### src/rtl/mult_ctrl.sv
// Sequencer for an iterative multiplier that shares the execute-stage ALU.
// Clears the multiplier, lends it the ALU while running, and captures HI/LO.
module mult_ctrl (
  input  logic        clk,
  input  logic        rst,
  input  logic        MultE,
  input  logic        FlushE,
  input  logic [31:0] PipeA,
  input  logic [31:0] PipeB,
  input  logic [31:0] MulA,
  input  logic [31:0] MulB,
  input  logic        MulDone,
  input  logic [31:0] MulHi,
  input  logic [31:0] MulLo,
  output logic [31:0] ALUSrcA,
  output logic [31:0] ALUSrcB,
  output logic        MulStart,
  output logic        MulRst,
  output logic        StallMult,
  output logic [31:0] hi,
  output logic [31:0] lo,
  output logic        MulErr,
  output logic [1:0]  state_dbg
);

  typedef enum logic [1:0] {IDLE = 2'd0, CLR = 2'd1, RUN = 2'd2, DONE = 2'd3} state_t;

  localparam logic [5:0] CNT_MAX = 6'd40;

  state_t     state;
  state_t     state_nxt;
  logic [5:0] cnt;
  logic       take_result;
  logic       abort;
  logic       timeout;

  assign state_dbg = state;
  assign ALUSrcA   = (state == RUN) ? MulA : PipeA;
  assign ALUSrcB   = (state == RUN) ? MulB : PipeB;

  always_comb begin
    state_nxt   = state;
    take_result = 1'b0;
    abort       = 1'b0;
    timeout     = 1'b0;
    MulStart    = 1'b0;
    StallMult   = 1'b0;
    case (state)
      IDLE: begin
        if (MultE && !FlushE) begin
          StallMult = 1'b1;
          state_nxt = CLR;
        end
      end
      CLR: begin
        StallMult = 1'b1;
        state_nxt = FlushE ? IDLE : RUN;
      end
      RUN: begin
        StallMult = 1'b1;
        MulStart  = 1'b1;
        // A flush beats a completion arriving in the same cycle.
        if (FlushE) begin
          abort     = 1'b1;
          state_nxt = IDLE;
        end else if (MulDone) begin
          take_result = 1'b1;
          state_nxt   = DONE;
        end else if (cnt == CNT_MAX) begin
          timeout   = 1'b1;
          state_nxt = IDLE;
        end
      end
      DONE: begin
        // The instruction that started us is still in execute; ignore MultE.
        state_nxt = IDLE;
      end
      default: state_nxt = IDLE;
    endcase
  end

  always_ff @(posedge clk) begin
    if (rst) begin
      state  <= IDLE;
      cnt    <= 6'd0;
      hi     <= 32'd0;
      lo     <= 32'd0;
      MulErr <= 1'b0;
      MulRst <= 1'b1;
    end else begin
      state  <= state_nxt;
      MulRst <= (state_nxt == CLR) || abort || timeout;
      // cnt counts completed RUN cycles; the RUN cycle that sees 40 times out.
      if (state == CLR) begin
        cnt <= 6'd0;
      end else if ((state == RUN) && (cnt != CNT_MAX)) begin
        cnt <= cnt + 6'd1;
      end
      if (take_result) begin
        hi <= MulHi;
        lo <= MulLo;
      end
      if (timeout) begin
        MulErr <= 1'b1;
      end
    end
  end

endmodule

### config.mk
export PLATFORM = sky130hd
export DESIGN_NAME = mult_ctrl
export DESIGN_NICKNAME = d
export VERILOG_FILES = /design/src/rtl/mult_ctrl.sv
export SDC_FILE = /design/constraint.sdc
export NUM_CORES = 1
export LEC_CHECK = 0
export ABC_AREA = 1
export CAP_MARGIN = 10
export CORE_AREA = 2 2 129 131
export DETAILED_ROUTE_END_ITERATION = 6
export DIE_AREA = 0 0 131 133
export RECOVER_POWER = 25
export SYNTH_ARGS = -nofsm -noshare
export SYNTH_HDL_FRONTEND = slang
export SYNTH_SLANG_ARGS = --single-unit
### constraint.sdc
create_clock -name clk -period 1.9 [get_ports clk]
set_input_delay 0.285 -clock clk [delete_from_list [all_inputs] [get_ports clk]]
set_output_delay 0.285 -clock clk [all_outputs]
set_load 0.1 [all_outputs]
======== Word level (Yosys, flattened, before mapping) ========
Index checks and enable logic that the tools add are counted.
word-level totals
  word-level logic and storage cells ...... 41
  register bits ........................... 74
cells by class
  eq/ne operators ......................... 6
  add/subtract/negate cells ............... 1
  reductions and logical operators ........ 8
  multiplexer cells ....................... 20
operator list
  cell                                                                   number
  32-bit 2-to-1 mux                                                      2
  1-bit 2-to-1 mux                                                       11
  2-bit 2-to-1 mux                                                       5
  2-bit case mux with 4 select lines                                     1
  6-bit by 1-bit adder with 6-bit output, second input constant          1
  6-bit equality test, second input constant                             1
  6-bit != test, second input constant                                   1
  2-bit by 1-bit equality test with 1-bit output, second input constant  2
  2-bit equality test, second input constant                             2
  2-bit OR reduction                                                     2
  1-bit logical AND                                                      2
  2-bit logical NOT                                                      1
  1-bit logical OR                                                       2
  1-bit case mux with 2 select lines                                     1
  1-bit logical NOT                                                      1

======== Longest topological paths before layout ========
Gate-level depths: netlist of run 1.
  word-level depth ........................ 8
  depth in mapped cells ................... 10
  mapped depth without buffers ............ 10

======== Worst setup path after synthesis of run 1 ========
Ideal clock, no wire load.
  kind .................................... register -> output
  start ................................... reg state[1] (netlist: state_dbg[1])
  end ..................................... out ALUSrcA[12]
  required time ........................... 1.615 ns
  cell stages (with the launch flop) ...... 7
  buffers on the path ..................... 3
  arrival time ............................ 3.308 ns
  path slack .............................. -1.693 ns
  cell sequence ........................... dfxtp_1 ha_1 buf_4 buf_2 buf_2 nand2_1 nand2_1
on the way
  word-level cells in the longest chain between the ends .. 2
ends and longest elaborated chain
  item                      line  text
  start: declaration        30    state_t state;
  start signal: assignment  91    state <= state_nxt;
  2-bit equality test       38    assign ALUSrcA = (state == RUN) ? MulA : PipeA;
  32-bit 2-to-1 mux         38
  end: declaration          15    output logic [31:0] ALUSrcA,
No other way between the ends.

======== Final worst setup path of run 1 ========
  start ................................... reg state[0] (netlist: state_dbg[0])
  end ..................................... out ALUSrcA[22]
The elaborated chain is that of the path after synthesis.

==> results of run 1 <==
## cells by family (layout without fill, tap and decap cells)
logic type / Yosys count / count (layout) / share of synthesized area
AO/OA/AOI/OAI: 78 / 78 / 0.104
AND/OR/NAND/NOR: 362 / 362 / 0.388
other: 0 / 2 / 0
buffers and inverters: 67 / 394 / 0.0887
adder cells (fa/ha/maj): 7 / 7 / 0.0232
XOR/XNOR: 2 / 2 / 0.00464
flip-flops: 74 / 74 / 0.392
## power groups by stage
stage          clock network, mW  logic (mW)  registers, mW
5_1_grt                     1.75        2.13           1.56
3_5_place_dp                   0        1.94           1.60
2_1_floorplan                  0        1.01           1.64
3_3_place_gp                   0        1.92           1.60
6_report                    1.63        2.06           1.56
4_1_cts                     1.69        2.02           1.56
## metal layers
| metal | part of all wire | wire (um) | track usage |
|---|---|---|---|
| met5 | 0 | 0 | 0 |
| met4 | 0.022 | 444 | 0.0674 |
| met3 | 0.099 | 2020 | 0.0776 |
| met2 | 0.53 | 10700 | 0.408 |
| met1 | 0.35 | 7190 | 0.249 |
## worst register-to-register path: cells and delay by family (launching register included)
| kind | cells | cell delay (ps) |
|---|---|---|
| AOI/OAI and AO/OA | 1 | 160 |
| and+or+nand+nor | 2 | 230 |
| adders and majority gates | 1 | 220 |
| buffers and inverters | 4 | 620 |
| DFF | 1 | 350 |
## worst max-delay path by stage
stage	cells after the start	slack [ps]	to
detailed placement	5	160	StallMult
floorplan	7	-160	ALUSrcA[22]
CTS	8	-60	ALUSrcB[11]
finish	7	-30	ALUSrcA[22]
global route	7	-90	ALUSrcB[17]
global placement	5	170	StallMult
## state kept, by name, indices dropped and copies added (netlist names)
| name | cells |
|---|---|
| lo | 32 |
| MulErr | 1 |
| hi | 32 |
| MulRst | 1 |
| cnt | 6 |
| state_dbg | 2 |
## layout make-up
class / instances / area, um2 / share of cell area
repair buffers: 357 / 4140 / 0.418
multi-input cells: 449 / 3610 / 0.365
flip-flops and latches: 74 / 1490 / 0.150
well taps: 220 / 275 / 0.0278
clock buffers: 11 / 233 / 0.0235
inverters: 23 / 101 / 0.0102
clock inverters: 3 / 42.5 / 0.00430
diodes: 2 / 5.00 / 0.000506
## layout by cell type, fill, tap and decap left out, types with 5 or more instances in the layout
cell / instances
buf_12: 74
clkdlybuf4s50_1: 194
nor2_1: 7
nand3_1: 71
buf_4: 43
clkbuf_16: 11
nand2_1: 113
ha_1: 6
clkbuf_2: 36
a21oi_1: 73
buf_16: 5
inv_1: 20
dfxtp_1: 72
nand2_4: 32
nand2_8: 77
nand2_2: 57
## per-stage QoR
stage / TNS (ps) / cell area [um2] / setup WS [ps] / power, mW
2_1_floorplan: -8810 / 4900 / -160 / 2.65
3_3_place_gp: 0 / 8850 / 173 / 3.52
3_5_place_dp: 0 / 8850 / 160 / 3.54
4_1_cts: -886 / 9680 / -63.1 / 5.27
5_1_grt: -3470 / 9890 / -85.3 / 5.44
6_report: -300 / 9890 / -25.4 / 5.26
## what timing repair did
action,CTS,global route
pin swaps,2,1
hold buffers,0,0
buffers inserted,8,0
resized for setup,104,56
gates cloned,6,2
endpoints found under the setup margin,60,65
==> Flow_metrics.wiki, run 1 <==
{| class="wikitable"
! Metric !! Value
|-
| Result of the run || finished with violations
|-
| Failing checks || setup timing
|-
| Slack of the critical path || -25.4 ps
|-
| Violation count after the first detailed-routing iteration || 165
|-
| Cell chosen for the clock root || clkbuf_16
|-
| Avg Inst Size Synth || 6.41 um2
|-
| Post-detailed-routing wire length || 20400 um
|-
| Hold Startpoint || rst
|-
| Final Hold Fails || 0
|-
| Skew final || 6.58 ps
|-
| Clk network pwr share || 0.310
|-
| Clock transition at the registers of the reported paths || 60 ps
|-
| Buffer levels on the longest clock path || 2
|-
| Count of flip-flops with a built-in enable after synthesis || 0
|-
| Part of the power in combinational logic || 0.392
|-
| Flop-to-flop setup slack || 240 ps
|-
| Latest clock arrival within the worst-skew pair || 330 ps
|-
| Critical path startpoint category || register
|-
| Part of the power in registers || 0.297
|-
| Commonest cells post-synth || nand2_1 (277), a21oi_1 (74), dfxtp_1 (74)
|-
| Transition time at the pin with the least slew margin || 581 ps
|-
| Highest net fanout along the worst path || 15
|-
| Crit path DAT || 1640 ps
|-
| DIE WIDTH || 131 um
|-
| Detailed placement HPWL || 15100 um
|-
| I/O pin count || 331
|-
| Number of CTS-inserted buffers || 9
|-
| Die height || 133 um
|-
| Delay contributed by the slowest stage of the critical path || 350 ps
|-
| Share of total power consumed by net switching || 0.340
|-
| Number of antenna violations at the first check in global routing || 2
|-
| Post-synth top area share || 0.392
|-
| Via/cell ratio || 4.58
|-
| Worst endpoint required time || 1620 ps
|-
| Biggest area consumer among synthesized cells || dfxtp_1
|-
| Layout Area Growth over Synthesis || 162%
|-
| Family with the most delay on the worst path || buffers and inverters
|-
| Post-synthesis instance area || 3780 um2
|-
| Clock H-tree levels || 3
|-
| Crit. Startpoint || state_dbg[0]
|-
| Worst voltage drop across the vdd grid || 0.000496 V
|-
| Routability congestion estimate from global placement || 0.793
|-
| Initial standard-cell utilization of the core || 0.234
|-
| Routed wirelength normalized by instance count || 17.9 um
|-
| Hold depth || 2
|-
| Cell with the most instances after synthesis || nand2_1
|-
| Port-buffer cells || 330
|-
| Syn Inst Count || 590
|-
| Endpoint, Worst Hold || state_dbg[0]
|-
| Vias in the first global route || 5311
|-
| TritonCTS sink count || 74
|-
| Post-route ant nets || 0
|-
| First-pass GRT wire length || 30300 um
|-
| Cell count of the worst reg-to-reg path || 8
|-
| Number of synthesized register bits || 74
|-
| Hold/Removal Path Class || input port to register
|-
| Total routing usage reported by global routing || 0.227
|-
| FF-to-FF Start || state_dbg[0]
|-
| Filler cells || 1302
|-
| Post-layout instance count excluding filler cells || 1139
|-
| Post-layout nets || 1118
|-
| Maximum number of pins on one net before global-route repair || 45
|-
| Via Count || 5211
|-
| Area of the die || 17400 um2
|-
| Detailed-routing iteration count for the pre-antenna-repair pass || 4
|-
| Fin util || 0.612
|-
| Minimum clock period after layout || 1930 ps
|-
| Fraction of final layout cells with drive strength greater than 1 || 0.381
|-
| Final setup violation count || 26
|-
| Total instance count after detailed placement || 1109
|-
| Slew margin rel. || 0.614
|-
| Area of the core region || 16200 um2
|-
| Max-cap violations || 0
|-
| Cell-internal power || 3.47 mW
|-
| Worst-path cell with the longest stage delay || dfxtp_4
|-
| Net count of the mapped netlist || 794
|-
| Category of the worst setup path capture point || output port
|-
| Unique cell type count in the Yosys netlist || 20
|-
| Residual overflow from global routing || 0
|-
| Share of synthesized flip-flops with an asynchronous set or reset || 0
|-
| Endpoint of the worst-slack reg-to-reg timing path || lo[29]
|-
| Remaining DRCs || 0
|-
| Final-report max-slew violation count || 0
|-
| Worst Path Buf+Inv || 4
|-
| Achievable Freq || 519 MHz
|-
| Setup repair after global routing missed its margin || yes
|-
| Net switching power figure || 1.79 mW
|-
| Share of synthesized area occupied by flip-flops and latches || 0.392
|-
| Leakage Power || 3.86 nW
|-
| List of cells traversed by the critical path || inv_4 -> ha_4 -> clkinv_8 -> buf_16 -> nand2_2 -> nand2_8 -> buf_12
|-
| Worst Hold Margin || 217 ps
|-
| Leading post-synthesis cells by cell area || dfxtp_1 (39%), nand2_1 (28%), a21oi_1 (9.8%)
|-
| Path type of the worst setup path || register to output port
|-
| Power Dens Cells || 531 nW/um2
|-
| Core Rows || 47
|-
| Clock tree from TritonCTS || built
|-
| Final period utilization || 1.01
|-
| Yosys Warn Count || 0
|-
| Primary flip-flop cell chosen by synthesis mapping || dfxtp_1
|}
Power figures use the tool's default switching activity.
==> run 2: changes to the inputs <==
--- a/config.mk
+++ b/config.mk
@@ -6,7 +6,7 @@
 export NUM_CORES = 1
 export LEC_CHECK = 0
 export ABC_AREA = 1
-export CAP_MARGIN = 10
+export CAP_MARGIN = 20
 export CORE_AREA = 2 2 129 131
 export DETAILED_ROUTE_END_ITERATION = 6
 export DIE_AREA = 0 0 131 133
==> results of run 2 <==
The final DEF is identical to that of run 1; final timing and power are the same.
==> run 3: changes to the inputs <==
--- a/config.mk
+++ b/config.mk
@@ -5,11 +5,12 @@
 export SDC_FILE = /design/constraint.sdc
 export NUM_CORES = 1
 export LEC_CHECK = 0
-export ABC_AREA = 1
+export ABC_AREA = 0
 export CAP_MARGIN = 20
-export CORE_AREA = 2 2 129 131
+export CORE_AREA = 2 2 128 130
 export DETAILED_ROUTE_END_ITERATION = 6
-export DIE_AREA = 0 0 131 133
+export DIE_AREA = 0 0 130 132
+export PLACE_DENSITY = 0.66
 export RECOVER_POWER = 25
 export SYNTH_ARGS = -nofsm -noshare
 export SYNTH_HDL_FRONTEND = slang
==> run 3 against run 2 <==
Flip-flop and latch count unchanged. Utilization decreased by 3.3 points. Clock skew decreased by 0.66 ps. Setup slack got worse by 67 ps. Synthesized area increased by 6.2%. Via count decreased by 17%. Cell area decreased by 8.1%. Critical path type unchanged. The flow still finishes with violations (setup timing). Total power decreased by 4.4%.
==> Flow_metrics.wiki, run 3 <==
{| class="wikitable"
! Metric !! Value
|-
| Result of the run || finished with violations (unchanged)
|-
| Failing checks || setup timing (unchanged)
|-
| Total instance count after detailed placement || 949 (was 1109)
|-
| Xor and xnor fraction of the mapped netlist area || 0.00873 (was 0.00463)
|-
| Core Rows || 46 (was 47)
|-
| Post-synthesis instance area || 4020 um2 (was 3780 um2)
|-
| Total routing usage reported by global routing || 0.196 (was 0.227)
|-
| Fin area || 9090 um2 (was 9890 um2)
|-
| Clk network pwr share || 0.334 (was 0.310)
|-
| Commonest non-fill, non-tap cells in the layout || clkdlybuf4s50_1 (195), buf_12 (74), dfxtp_1 (72) (was clkdlybuf4s50_1 (194), nand2_1 (113), nand2_8 (77))
|-
| Clock H-tree levels || 3 (unchanged)
|-
| Category of the worst setup path capture point || output port (unchanged)
|-
| Post-layout nets || 965 (was 1118)
|-
| Latest clock arrival within the worst-skew pair || 320 ps (was 330 ps)
|-
| Routed wirelength normalized by instance count || 17.8 um (was 17.9 um)
|-
| Cell with the most instances after synthesis || dfxtp_1 (was nand2_1)
|-
| Vias in the first global route || 4665 (was 5311)
|-
| Power Dens Cells || 552 nW/um2 (was 531 nW/um2)
|-
| Part of the power in combinational logic || 0.355 (was 0.392)
|-
| First-pass GRT wire length || 25900 um (was 30300 um)
|-
| Final-report max-slew violation count || 0 (unchanged)
|-
| Detailed placement HPWL || 14100 um (was 15100 um)
|-
| Area of the die || 17200 um2 (was 17400 um2)
|-
| Layout Area Growth over Synthesis || 127% (was 162%)
|-
| Leakage Power || 3.99 nW (was 3.86 nW)
|-
| Unique cell type count in the Yosys netlist || 34 (was 20)
|-
| Remaining DRCs || 0 (unchanged)
|-
| Clock tree from TritonCTS || built (unchanged)
|-
| Biggest area consumer among synthesized cells || dfxtp_1 (unchanged)
|-
| Routability congestion estimate from global placement || 0.842 (was 0.793)
|-
| Initial standard-cell utilization of the core || 0.256 (was 0.234)
|-
| Part of the power in registers || 0.311 (was 0.297)
|-
| Share of synthesized area occupied by flip-flops and latches || 0.369 (was 0.392)
|-
| Hold Startpoint || rst (unchanged)
|-
| Die height || 132 um (was 133 um)
|-
| Port-buffer cells || 330 (unchanged)
|-
| Skew final || 5.92 ps (was 6.58 ps)
|-
| Avg Inst Size Synth || 9.65 um2 (was 6.41 um2)
|-
| Slack of the critical path || -92.4 ps (was -25.4 ps)
|-
| Leading post-synthesis cells by cell area || dfxtp_1 (37%), mux2_2 (18%), a21oi_2 (13%) (was dfxtp_1 (39%), nand2_1 (28%), a21oi_1 (9.8%))
|-
| Cell chosen for the clock root || clkbuf_16 (unchanged)
|-
| Share of synthesized flip-flops with an asynchronous set or reset || 0 (unchanged)
|-
| Post-synth top area share || 0.369 (was 0.392)
|-
| Crit. Startpoint || state_dbg[0] (unchanged)
|-
| Post-route ant nets || 0 (unchanged)
|-
| Share of total power consumed by net switching || 0.314 (was 0.340)
|-
| Worst voltage drop across the vdd grid || 0.000435 V (was 0.000496 V)
|-
| Via/cell ratio || 4.39 (was 4.58)
|-
| Critical path startpoint category || register (unchanged)
|-
| Setup repair after global routing missed its margin || yes (unchanged)
|-
| Final total negative setup slack || -3640 ps (was -300 ps)
|-
| Transition time at the pin with the least slew margin || 573 ps (was 581 ps)
|-
| Number of CTS-inserted buffers || 9 (unchanged)
|-
| Clock transition at the registers of the reported paths || 50 ps (was 60 ps)
|-
| Slew margin rel. || 0.620 (was 0.614)
|-
| Number of synthesized register bits || 74 (unchanged)
|-
| Commonest cells post-synth || dfxtp_1 (74), nand2_1 (70), mux2_2 (64) (was nand2_1 (277), a21oi_1 (74), dfxtp_1 (74))
|-
| Crit path DAT || 1710 ps (was 1640 ps)
|-
| Most common cell after layout, fill and taps aside || clkdlybuf4s50_1 (unchanged)
|-
| Post-detailed-routing wire length || 17500 um (was 20400 um)
|-
| Syn Inst Count || 416 (was 590)
|-
| Sum of internal, switching and leakage power || 5.02 mW (was 5.26 mW)
|-
| Detailed-routing iteration count for the pre-antenna-repair pass || 4 (unchanged)
|-
| Post-layout instance count excluding filler cells || 982 (was 1139)
|-
| Yosys Warn Count || 0 (unchanged)
|-
| FF-to-FF Start || state_dbg[0] (unchanged)
|-
| Post-synthesis compound-gate area fraction || 0.160 (was 0.104)
|-
| Final Hold Fails || 0 (unchanged)
|-
| Cell-internal power || 3.44 mW (was 3.47 mW)
|-
| Via Count || 4314 (was 5211)
|-
| Residual overflow from global routing || 0 (unchanged)
|-
| Net switching power figure || 1.58 mW (was 1.79 mW)
|-
| Maximum number of pins on one net before global-route repair || 35 (was 45)
|-
| Minimum clock period after layout || 1990 ps (was 1930 ps)
|-
| Violation count after the first detailed-routing iteration || 105 (was 165)
|-
| I/O pin count || 331 (unchanged)
|-
| Number of antenna violations at the first check in global routing || 1 (was 2)
|-
| CTS Hold Buffers Added || 0 (unchanged)
|-
| Path type of the worst setup path || register to output port (unchanged)
|-
| Final period utilization || 1.05 (was 1.01)
|-
| Primary flip-flop cell chosen by synthesis mapping || dfxtp_1 (unchanged)
|-
| Hold/Removal Path Class || input port to register (unchanged)
|-
| Worst endpoint required time || 1620 ps (about the same)
|-
| Placed Area || 8610 um2 (was 8850 um2)
|-
| DIE WIDTH || 130 um (was 131 um)
|-
| Highest net fanout along the worst path || 6 (was 15)
|-
| Dominant combinational cell family by area after synthesis || simple AND/OR/NAND/NOR gates (unchanged)
|-
| Buffer levels on the longest clock path || 2 (unchanged)
|-
| Simple-gate share of the synthesized area || 0.191 (was 0.388)
|-
| TritonCTS sink count || 74 (unchanged)
|-
| Max-cap violations || 0 (unchanged)
|-
| Multiplexer share of the synthesized area || 0.182 (was 0)
|-
| Area of the core region || 15700 um2 (was 16200 um2)
|-
| Fraction of final layout cells with drive strength greater than 1 || 0.493 (was 0.381)
|-
| Final setup violation count || 55 (was 26)
|-
| Net count of the mapped netlist || 620 (was 794)
|-
| Fin util || 0.579 (was 0.612)
|-
| Fraction of the mapped netlist area in adder cells || 0.0218 (was 0.0232)
|-
| Achievable Freq || 502 MHz (was 519 MHz)
|-
| Registers with the most flip-flops || hi (32), lo (32), cnt (6) (unchanged)
|-
| Count of flip-flops with a built-in enable after synthesis || 0 (unchanged)
|}
[run 3: layer usage]
| layer | vias to the layer above | share of wire | global-route usage |
|---|---|---|---|
| met2 | 193 | 0.52 | 0.362 |
| met1 | 2009 | 0.37 | 0.207 |
| li1 | 2077 | - | - |
| met5 | - | 0 | 0 |
| met4 | 0 | 0.038 | 0.0800 |
| met3 | 35 | 0.074 | 0.0528 |
[run 3: kinds of logic (layout without fill, tap and decap cells)]
| family | Yosys count | count (layout) |
|---|---|---|
| AOI/OAI and AO/OA | 79 | 79 |
| DFF | 74 | 74 |
| adders and majority gates | 7 | 7 |
| xor gates and xnor gates | 4 | 4 |
| other | 0 | 1 |
| buffers and inverters | 36 | 385 |
| muxes | 65 | 65 |
| and+or+nand+nor | 151 | 151 |
[run 3: per-stage QoR]
step / hold slack [ps] / setup WS, ps
4_1_cts: 189 / -121
3_3_place_gp: 448 / 92.7
6_report: 201 / -92.4
2_1_floorplan: 414 / -231
5_1_grt: 204 / -148
3_5_place_dp: 453 / 66.8
[run 3: path summary, 6_finish.rpt]
kind / to / slack, ps / depth (start not counted)
min reg2reg: lo[26] / 460 / 2
max: ALUSrcA[23] / -90 / 6
max reg2reg: hi[1] / 120 / 9
min: hi[20] / 200 / 2
[run 3: final cells by class]
cell class	instances	area, um2
diodes	1	2.50
fillers	1325	6620
multi-input cells	306	2830
inverters	6	25.0
clock inverters	1	5.00
repair buffers	364	4180
flip-flops and latches	74	1490
clock buffers	14	295
well taps	216	270
[run 3: what timing repair did]
item | 4_1_cts | 5_1_grt
buffers inserted | 9 | 4
hold endpoints to repair | 0 | 0
cloned | 3 | 2
endpoints found under the setup margin | 60 | 88
gates resized for setup | 9 | 3
[run 3: worst max-delay path, cell delays in order (launching register included)]
cell and delay [ps]:
dfxtp_4 350, inv_4 60, ha_4 170, buf_4 160
clkbuf_16 160, mux2_4 310, buf_12 170
[run 3: power groups by stage]
stage	clock [mW]	sequential, mW	combinational (mW)
after floorplan	0	1.65	0.831
after CTS	1.72	1.56	1.79
final	1.68	1.56	1.78
after global routing	1.79	1.56	1.84
after detailed placement	0	1.60	1.77
after global placement	0	1.60	1.75
